## src/rtl/seq_fixdiv_if.sv

```systemverilog
// Handshake bundle for seq_fixdiv: operand request channel and result channel.
// master = operand producer / result consumer, slave = the divider.
interface seq_fixdiv_if #(
   parameter int W    = 24,
   parameter int FRAC = 0
);
   localparam int QW = W + FRAC;

   logic          in_valid;
   logic          in_ready;
   logic [W-1:0]  dividend;
   logic [W-1:0]  divisor;
   logic          out_valid;
   logic          out_ready;
   logic [QW-1:0] quotient;
   logic [W-1:0]  remainder;
   logic          dbz;
   logic          busy;

   modport master (
      output in_valid, dividend, divisor, out_ready,
      input  in_ready, out_valid, quotient, remainder, dbz, busy
   );

   modport slave (
      input  in_valid, dividend, divisor, out_ready,
      output in_ready, out_valid, quotient, remainder, dbz, busy
   );
endinterface

```

## src/rtl/seq_fixdiv.sv

```systemverilog
// Sequential restoring divider, one quotient bit per cycle, MSB first, with FRAC fractional bits.
// Define SEQ_FIXDIV_DBZ_EN to short-circuit divide-by-zero to DONE and flag it on dbz.
module seq_fixdiv #(
   parameter int W    = 24,
   parameter int FRAC = 0
) (
   input  logic         clk,
   input  logic         rst,
   seq_fixdiv_if.slave  bus
);
   localparam int QW = W + FRAC;
   localparam int CW = $clog2(QW + 1);

   typedef enum logic [1:0] {S_IDLE, S_BUSY, S_DONE} state_t;

   state_t        state_q;
   logic [CW-1:0] cnt_q;
   logic [W:0]    rem_q;
   logic [QW-1:0] num_q;
   logic [W-1:0]  dvs_q;
   logic [QW-1:0] quot_q;
   logic [W-1:0]  remo_q;
   logic          in_ready_q;
   logic          busy_q;
   logic          out_valid_q;

   logic [QW-1:0] dvd_sh;
   logic [W:0]    rem_sh;
   logic [W:0]    rem_d;
   logic [QW-1:0] num_d;
   logic          take;

   // num_q shifts dividend bits out of the top while quotient bits enter at the bottom.
   always_comb begin
      dvd_sh = QW'(bus.dividend) << FRAC;
      rem_sh = (rem_q << 1) | {{W{1'b0}}, num_q[QW-1]};
      take   = (rem_sh >= {1'b0, dvs_q});
      rem_d  = take ? (rem_sh - {1'b0, dvs_q}) : rem_sh;
      num_d  = {num_q[QW-2:0], take};
   end

`ifdef SEQ_FIXDIV_DBZ_EN
   logic dbz_q;
   logic dvs_zero;
   assign dvs_zero = (bus.divisor == '0);
   assign bus.dbz  = dbz_q;
`else
   assign bus.dbz  = 1'b0;
`endif

   always_ff @(posedge clk or posedge rst) begin
      if (rst) begin
         state_q     <= S_IDLE;
         cnt_q       <= '0;
         rem_q       <= '0;
         num_q       <= '0;
         dvs_q       <= '0;
         quot_q      <= '0;
         remo_q      <= '0;
         in_ready_q  <= 1'b1;
         busy_q      <= 1'b0;
         out_valid_q <= 1'b0;
`ifdef SEQ_FIXDIV_DBZ_EN
         dbz_q       <= 1'b0;
`endif
      end else begin
         case (state_q)
            S_IDLE: begin
               if (bus.in_valid) begin
                  dvs_q      <= bus.divisor;
                  num_q      <= dvd_sh;
                  rem_q      <= '0;
                  in_ready_q <= 1'b0;
`ifdef SEQ_FIXDIV_DBZ_EN
                  if (dvs_zero) begin
                     state_q     <= S_DONE;
                     cnt_q       <= '0;
                     out_valid_q <= 1'b1;
                     quot_q      <= '1;
                     remo_q      <= dvd_sh[W-1:0];
                     dbz_q       <= 1'b1;
                  end else begin
                     state_q <= S_BUSY;
                     cnt_q   <= CW'(QW);
                     busy_q  <= 1'b1;
                  end
`else
                  state_q <= S_BUSY;
                  cnt_q   <= CW'(QW);
                  busy_q  <= 1'b1;
`endif
               end
            end
            S_BUSY: begin
               num_q <= num_d;
               rem_q <= rem_d;
               cnt_q <= cnt_q - 1'b1;
               if (cnt_q == CW'(1)) begin
                  state_q     <= S_DONE;
                  busy_q      <= 1'b0;
                  out_valid_q <= 1'b1;
                  quot_q      <= num_d;
                  remo_q      <= rem_d[W-1:0];
`ifdef SEQ_FIXDIV_DBZ_EN
                  dbz_q       <= 1'b0;
`endif
               end
            end
            S_DONE: begin
               if (bus.out_ready) begin
                  state_q     <= S_IDLE;
                  out_valid_q <= 1'b0;
                  in_ready_q  <= 1'b1;
               end
            end
            default: begin
               state_q     <= S_IDLE;
               busy_q      <= 1'b0;
               out_valid_q <= 1'b0;
               in_ready_q  <= 1'b1;
            end
         endcase
      end
   end

   assign bus.in_ready  = in_ready_q;
   assign bus.busy      = busy_q;
   assign bus.out_valid = out_valid_q;
   assign bus.quotient  = quot_q;
   assign bus.remainder = remo_q;
endmodule

```

## src/flat_wrapper.sv

```systemverilog
// flat-port wrapper written by rule: the top's interface ports become plain ports
module seq_fixdiv_flat 
#(
   parameter int W    = 24,
   parameter int FRAC = 0
)
  (clk, rst, bus_in_valid, bus_dividend, bus_divisor, bus_out_ready, bus_in_ready, bus_out_valid, bus_quotient, bus_remainder, bus_dbz, bus_busy);
  seq_fixdiv_if #(.W(W), .FRAC(FRAC)) bus_i ();
  input  logic clk;
  input  logic rst;
  input wire logic [$bits(bus_i.in_valid)-1:0] bus_in_valid;
  input wire logic [$bits(bus_i.dividend)-1:0] bus_dividend;
  input wire logic [$bits(bus_i.divisor)-1:0] bus_divisor;
  input wire logic [$bits(bus_i.out_ready)-1:0] bus_out_ready;
  output wire logic [$bits(bus_i.in_ready)-1:0] bus_in_ready;
  output wire logic [$bits(bus_i.out_valid)-1:0] bus_out_valid;
  output wire logic [$bits(bus_i.quotient)-1:0] bus_quotient;
  output wire logic [$bits(bus_i.remainder)-1:0] bus_remainder;
  output wire logic [$bits(bus_i.dbz)-1:0] bus_dbz;
  output wire logic [$bits(bus_i.busy)-1:0] bus_busy;
  assign bus_i.in_valid = bus_in_valid;
  assign bus_i.dividend = bus_dividend;
  assign bus_i.divisor = bus_divisor;
  assign bus_i.out_ready = bus_out_ready;
  assign bus_in_ready = bus_i.in_ready;
  assign bus_out_valid = bus_i.out_valid;
  assign bus_quotient = bus_i.quotient;
  assign bus_remainder = bus_i.remainder;
  assign bus_dbz = bus_i.dbz;
  assign bus_busy = bus_i.busy;
  seq_fixdiv #(.W(W), .FRAC(FRAC)) u_core (.clk(clk), .rst(rst), .bus(bus_i));
endmodule
```

## config.mk

```make
export PLATFORM = sky130hd
export DESIGN_NAME = seq_fixdiv_flat
export DESIGN_NICKNAME = d
export VERILOG_FILES = /design/src/rtl/seq_fixdiv_if.sv /design/src/rtl/seq_fixdiv.sv /design/src/flat_wrapper.sv
export SDC_FILE = /design/constraint.sdc
export NUM_CORES = 1
export LEC_CHECK = 0
export ABC_AREA = 1
export BUFFER_PORTS_ARGS = -buffer_cell sky130_fd_sc_hd__buf_4
export CAP_MARGIN = 20
export CORE_ASPECT_RATIO = 2
export CORE_MARGIN = 4
export CORE_UTILIZATION = 62
export DETAILED_ROUTE_END_ITERATION = 7
export HOLD_SLACK_MARGIN = 0.08
export PLACE_DENSITY = 0.84
export SYNTH_ARGS = -nofsm -noshare
export SYNTH_HDL_FRONTEND = slang
export SYNTH_SLANG_ARGS = --single-unit
```

## constraint.sdc

```tcl
create_clock -name clk -period 8.58 [get_ports clk]
set_input_delay 1.716 -clock clk [delete_from_list [all_inputs] [get_ports clk]]
set_output_delay 1.716 -clock clk [all_outputs]
set_load 0.01 [all_outputs]
```

==> impl_metrics.py <==
metrics = {
    "run_status": {
        "outcome": "complete, no violations",
    },
    "logic_synthesis": {
        "synth_top_area_cell": "dfrtp_1",
        "ys_seq_elements": 130,
        "seq_area_frac_synth": 0.4471,
        "synth.area.top_cells": "dfrtp_1 (44%), nand2_1 (19%), inv_1 (7.5%)",
        "post_synth.cell_area_avg_um2": 7.359,
        "syn_nets": 1068,
        "ys_types": 37,
        "synthArstFlopShare": 1.000,
        "synthCells": 989,
        "synth_flop_cell": "dfrtp_1",
        "netlist_area_um2": 7278,
        "synth-edff-count": 0,
        "netlist.area_leader.share": 0.4435,
        "yosys_warnings": 0,
    },
    "die": {
        "io-pin-count": 104,
        "die_area_um2": 13640,
        "die_y_um": 161.2,
        "fp-row-count": 55,
        "coreArea_um2": 11420,
        "die_w_um": 84.61,
        "start_util": 0.6371,
    },
    "sta": {
        "grt_setup_unrepaired": "no",
        "relSlewSlack": 0.3249,
        "tightest_slew_ns": 1.006,
        "min_period_over_period": 0.3868,
        "worst_clock_skew_ns": 0.01424,
        "finalHoldViolCount": 0,
        "max_freq_ghz": 0.3013,
        "finalSetupViolations": 0,
        "setup_tns_ns": 0,
        "post-route-min-period_ns": 3.319,
        "final_max_slew_viol_count": 0,
    },
    "worst_setup_path": {
        "cp_cell_sequence": "ha_1 > nand2_1 > inv_2 > nand2_1 > nor3_2 > nand4_2 > nand3_4 > nand2_1 > nand3_1 > nand2_1",
        "critical_path.max_fanout": 26,
        "slowest_delay_ns": 0.73,
        "required_ns": 8.88,
        "slowest_stage": "nand4_2",
        "ff2ff_path_depth": 10,
        "startpoint_type": "register",
        "cp.arrival_ns": 3.61,
        "critPathKind": "register to register",
        "crit_top_cell": "nand2_1",
        "worstSetupEndpointType": "register",
    },
    "final_layout": {
        "nets": 1159,
        "diodes": 0,
        "finalCoreUtilization": 0.7629,
        "drive_gt1_frac": 0.1546,
        "syn_to_final_growth_pct": 19.74,
        "fillers": 849,
        "layout.cells.non_filler": 1235,
    },
    "power_and_ir_drop": {
        "power.density_nw_per_um2": 502.7,
        "peakVddDrop_mv": 0.2549,
        "cellLeakagePower_uw": 0.004807,
    },
    "clocking": {
        "cts_resized": 0,
        "clk_path_buf_depth": 2,
        "cts_tree": "yes",
        "cts-buffers-inserted": 17,
        "ctsHtreeMaxLevel": 4,
        "post_cts_buffers": 0,
        "numClockSinks": 130,
        "cts_hold_buffers": 0,
        "cts_root_buffer": "clkbuf_16",
        "clock_latency_ns": 0.43,
        "clk_pin_slew_ns": 0.07,
    },
    "place": {
        "portBuffers": 102,
        "numPlacedInstances": 1203,
        "hpwl_um": 13790,
        "gp_congestion": 0.9772,
    },
    "route": {
        "routedWlPerCell_um": 16.43,
        "drt-vias-per-instance": 5.521,
        "num_vias": 6819,
        "postRouteAntennaNets": 0,
        "drcViolationCount": 0,
        "finalWirelength_um": 20290,
        "first_pass_iters": 6,
        "first_iter_violations": 421,
    },
    "min_path": {
        "holdCritPathClass": "register to register",
        "holdPathStages": 2,
    },
    "grt": {
        "antenna_found_initial": 0,
        "grt_pass1_wl_um": 33530,
        "overflow": 0,
        "grt_use_total": 0.3087,
        "grt_max_degree": 80,
        "grt_pass1_vias": 7136,
    },
    "run": {
        "cap_violations": 0,
    },
}
-- synthesized netlist by cell type (2+ instances only) --
cell type,n
a21oi_1,12
a22oi_1,23
and2_1,2
buf_1,2
buf_2,6
buf_6,2
clkbuf_1,24
clkinv_1,2
dfrtp_1,129
ha_1,26
inv_1,145
inv_2,14
nand2_1,366
nand3_1,54
nand3_2,2
nand3b_1,8
nand4_1,30
nor2_1,32
nor2_2,4
nor3_1,2
nor3_2,2
o21ai_0,77
o22ai_1,3
xnor2_1,7
xor2_1,3
-- worst max-delay path, delay by kind of cell (launching register included) --
kind | cells | cell delay (ns)
buf+inv | 1 | 0.08
simple gates | 8 | 2.28
fa+ha+maj | 1 | 0.42
flops | 1 | 0.40
-- layout by cell type, fill, tap and decap left out, types with 2 or more instances in the layout --
| cell type | count |
|---|---|
| nand2_1 | 365 |
| inv_6 | 5 |
| o22ai_1 | 3 |
| a21oi_1 | 12 |
| bufinv_16 | 2 |
| xnor2_1 | 7 |
| nand3_1 | 54 |
| nand3b_1 | 8 |
| and2_1 | 2 |
| buf_4 | 106 |
| ha_1 | 26 |
| clkinvlp_4 | 3 |
| nor3_1 | 2 |
| inv_2 | 15 |
| nand4_1 | 30 |
| nor3_2 | 2 |
| nand2_2 | 2 |
| dfrtp_1 | 129 |
| o21ai_0 | 77 |
| nor2_2 | 3 |
| nand3_2 | 2 |
| clkinv_1 | 2 |
| xor2_1 | 3 |
| clkbuf_16 | 17 |
| a22oi_1 | 23 |
| clkinv_4 | 2 |
| nor2_1 | 32 |
| inv_1 | 143 |
| inv_8 | 2 |
-- final cells by class --
class / instances / area [um^2] / share of cell area
clock buffer: 18 / 429.2 / 0.04925
clock inverter: 14 / 166.4 / 0.01910
inverter: 161 / 606.8 / 0.06963
multi-input combinational: 663 / 3269 / 0.3752
sequential: 130 / 3254 / 0.3734
tap: 142 / 177.7 / 0.02039
timing repair buffer: 107 / 810.8 / 0.09304
-- where the power goes --
part	internal, uW	leakage, uW	switching (uW)
registers	927	0.00161	187
clock network	437	0.000282	309
logic	897	0.00292	1620
-- cells by family after synthesis --
group                      Yosys count  share of synthesized area
AOI/OAI and AO/OA                  117                    0.09077
DFF                                130                     0.4471
other                                1                  0.0005152
adders and majority gates           27                    0.04745
xor gates and xnor gates            10                    0.01203
and+or+nand+nor                    508                     0.2974
buffers and inverters              196                     0.1047
-- per-stage QoR --
stage,setup slack (ns),total power (uW),area (um^2),hold slack [ns]
after floorplan,3.396,2863,7278,0.4536
after global placement,4.586,3500,8104,0.4663
after detailed placement,5.088,3567,8119,0.4665
after CTS,5.343,4364,8715,0.4871
after global routing,5.102,4771,8715,0.5205
final,5.261,4381,8715,0.4881
-- path summary, 6_finish.rpt --
path	startpoint	to	slack, ns
min	u_core.bus.in_ready$_DFFE_PP1P_	u_core.bus.in_ready$_DFFE_PP1P_	0.49
max	u_core.rem_q[18]$_DFFE_PP0P_	u_core.bus.remainder[10]$_DFFE_PP0P_	5.26
max reg2reg	u_core.rem_q[18]$_DFFE_PP0P_	u_core.bus.remainder[10]$_DFFE_PP0P_	5.26
min in group asynchronous	rst	u_core.bus.quotient[19]$_DFFE_PP0P_	1.38
max in group asynchronous	rst	u_core.bus.remainder[10]$_DFFE_PP0P_	5.78
min reg2reg	u_core.bus.in_ready$_DFFE_PP1P_	u_core.bus.in_ready$_DFFE_PP1P_	0.49
-- sequential cells by signal, indices dropped and copies added (netlist names) --
register	count
u_core.bus.quotient	24
u_core.bus.remainder	24
u_core.dvs_q	24
u_core.num_q	24
u_core.rem_q	24
u_core.cnt_q	5
u_core.state_q	2
u_core.bus.busy	1
u_core.bus.in_ready	1
u_core.bus.out_valid	1
-- routing by layer --
| metal | vias up | routed length, um | track usage |
|---|---|---|---|
| met2 | 247 | 10930 | 0.5617 |
| met1 | 3205 | 7452 | 0.3318 |
| met5 | - | 0 | 0 |
| li1 | 3292 | - | - |
| met4 | 0 | 976 | 0.1751 |
| met3 | 75 | 928 | 0.04849 |
No activity file was read; power rests on OpenSTA's default activity.
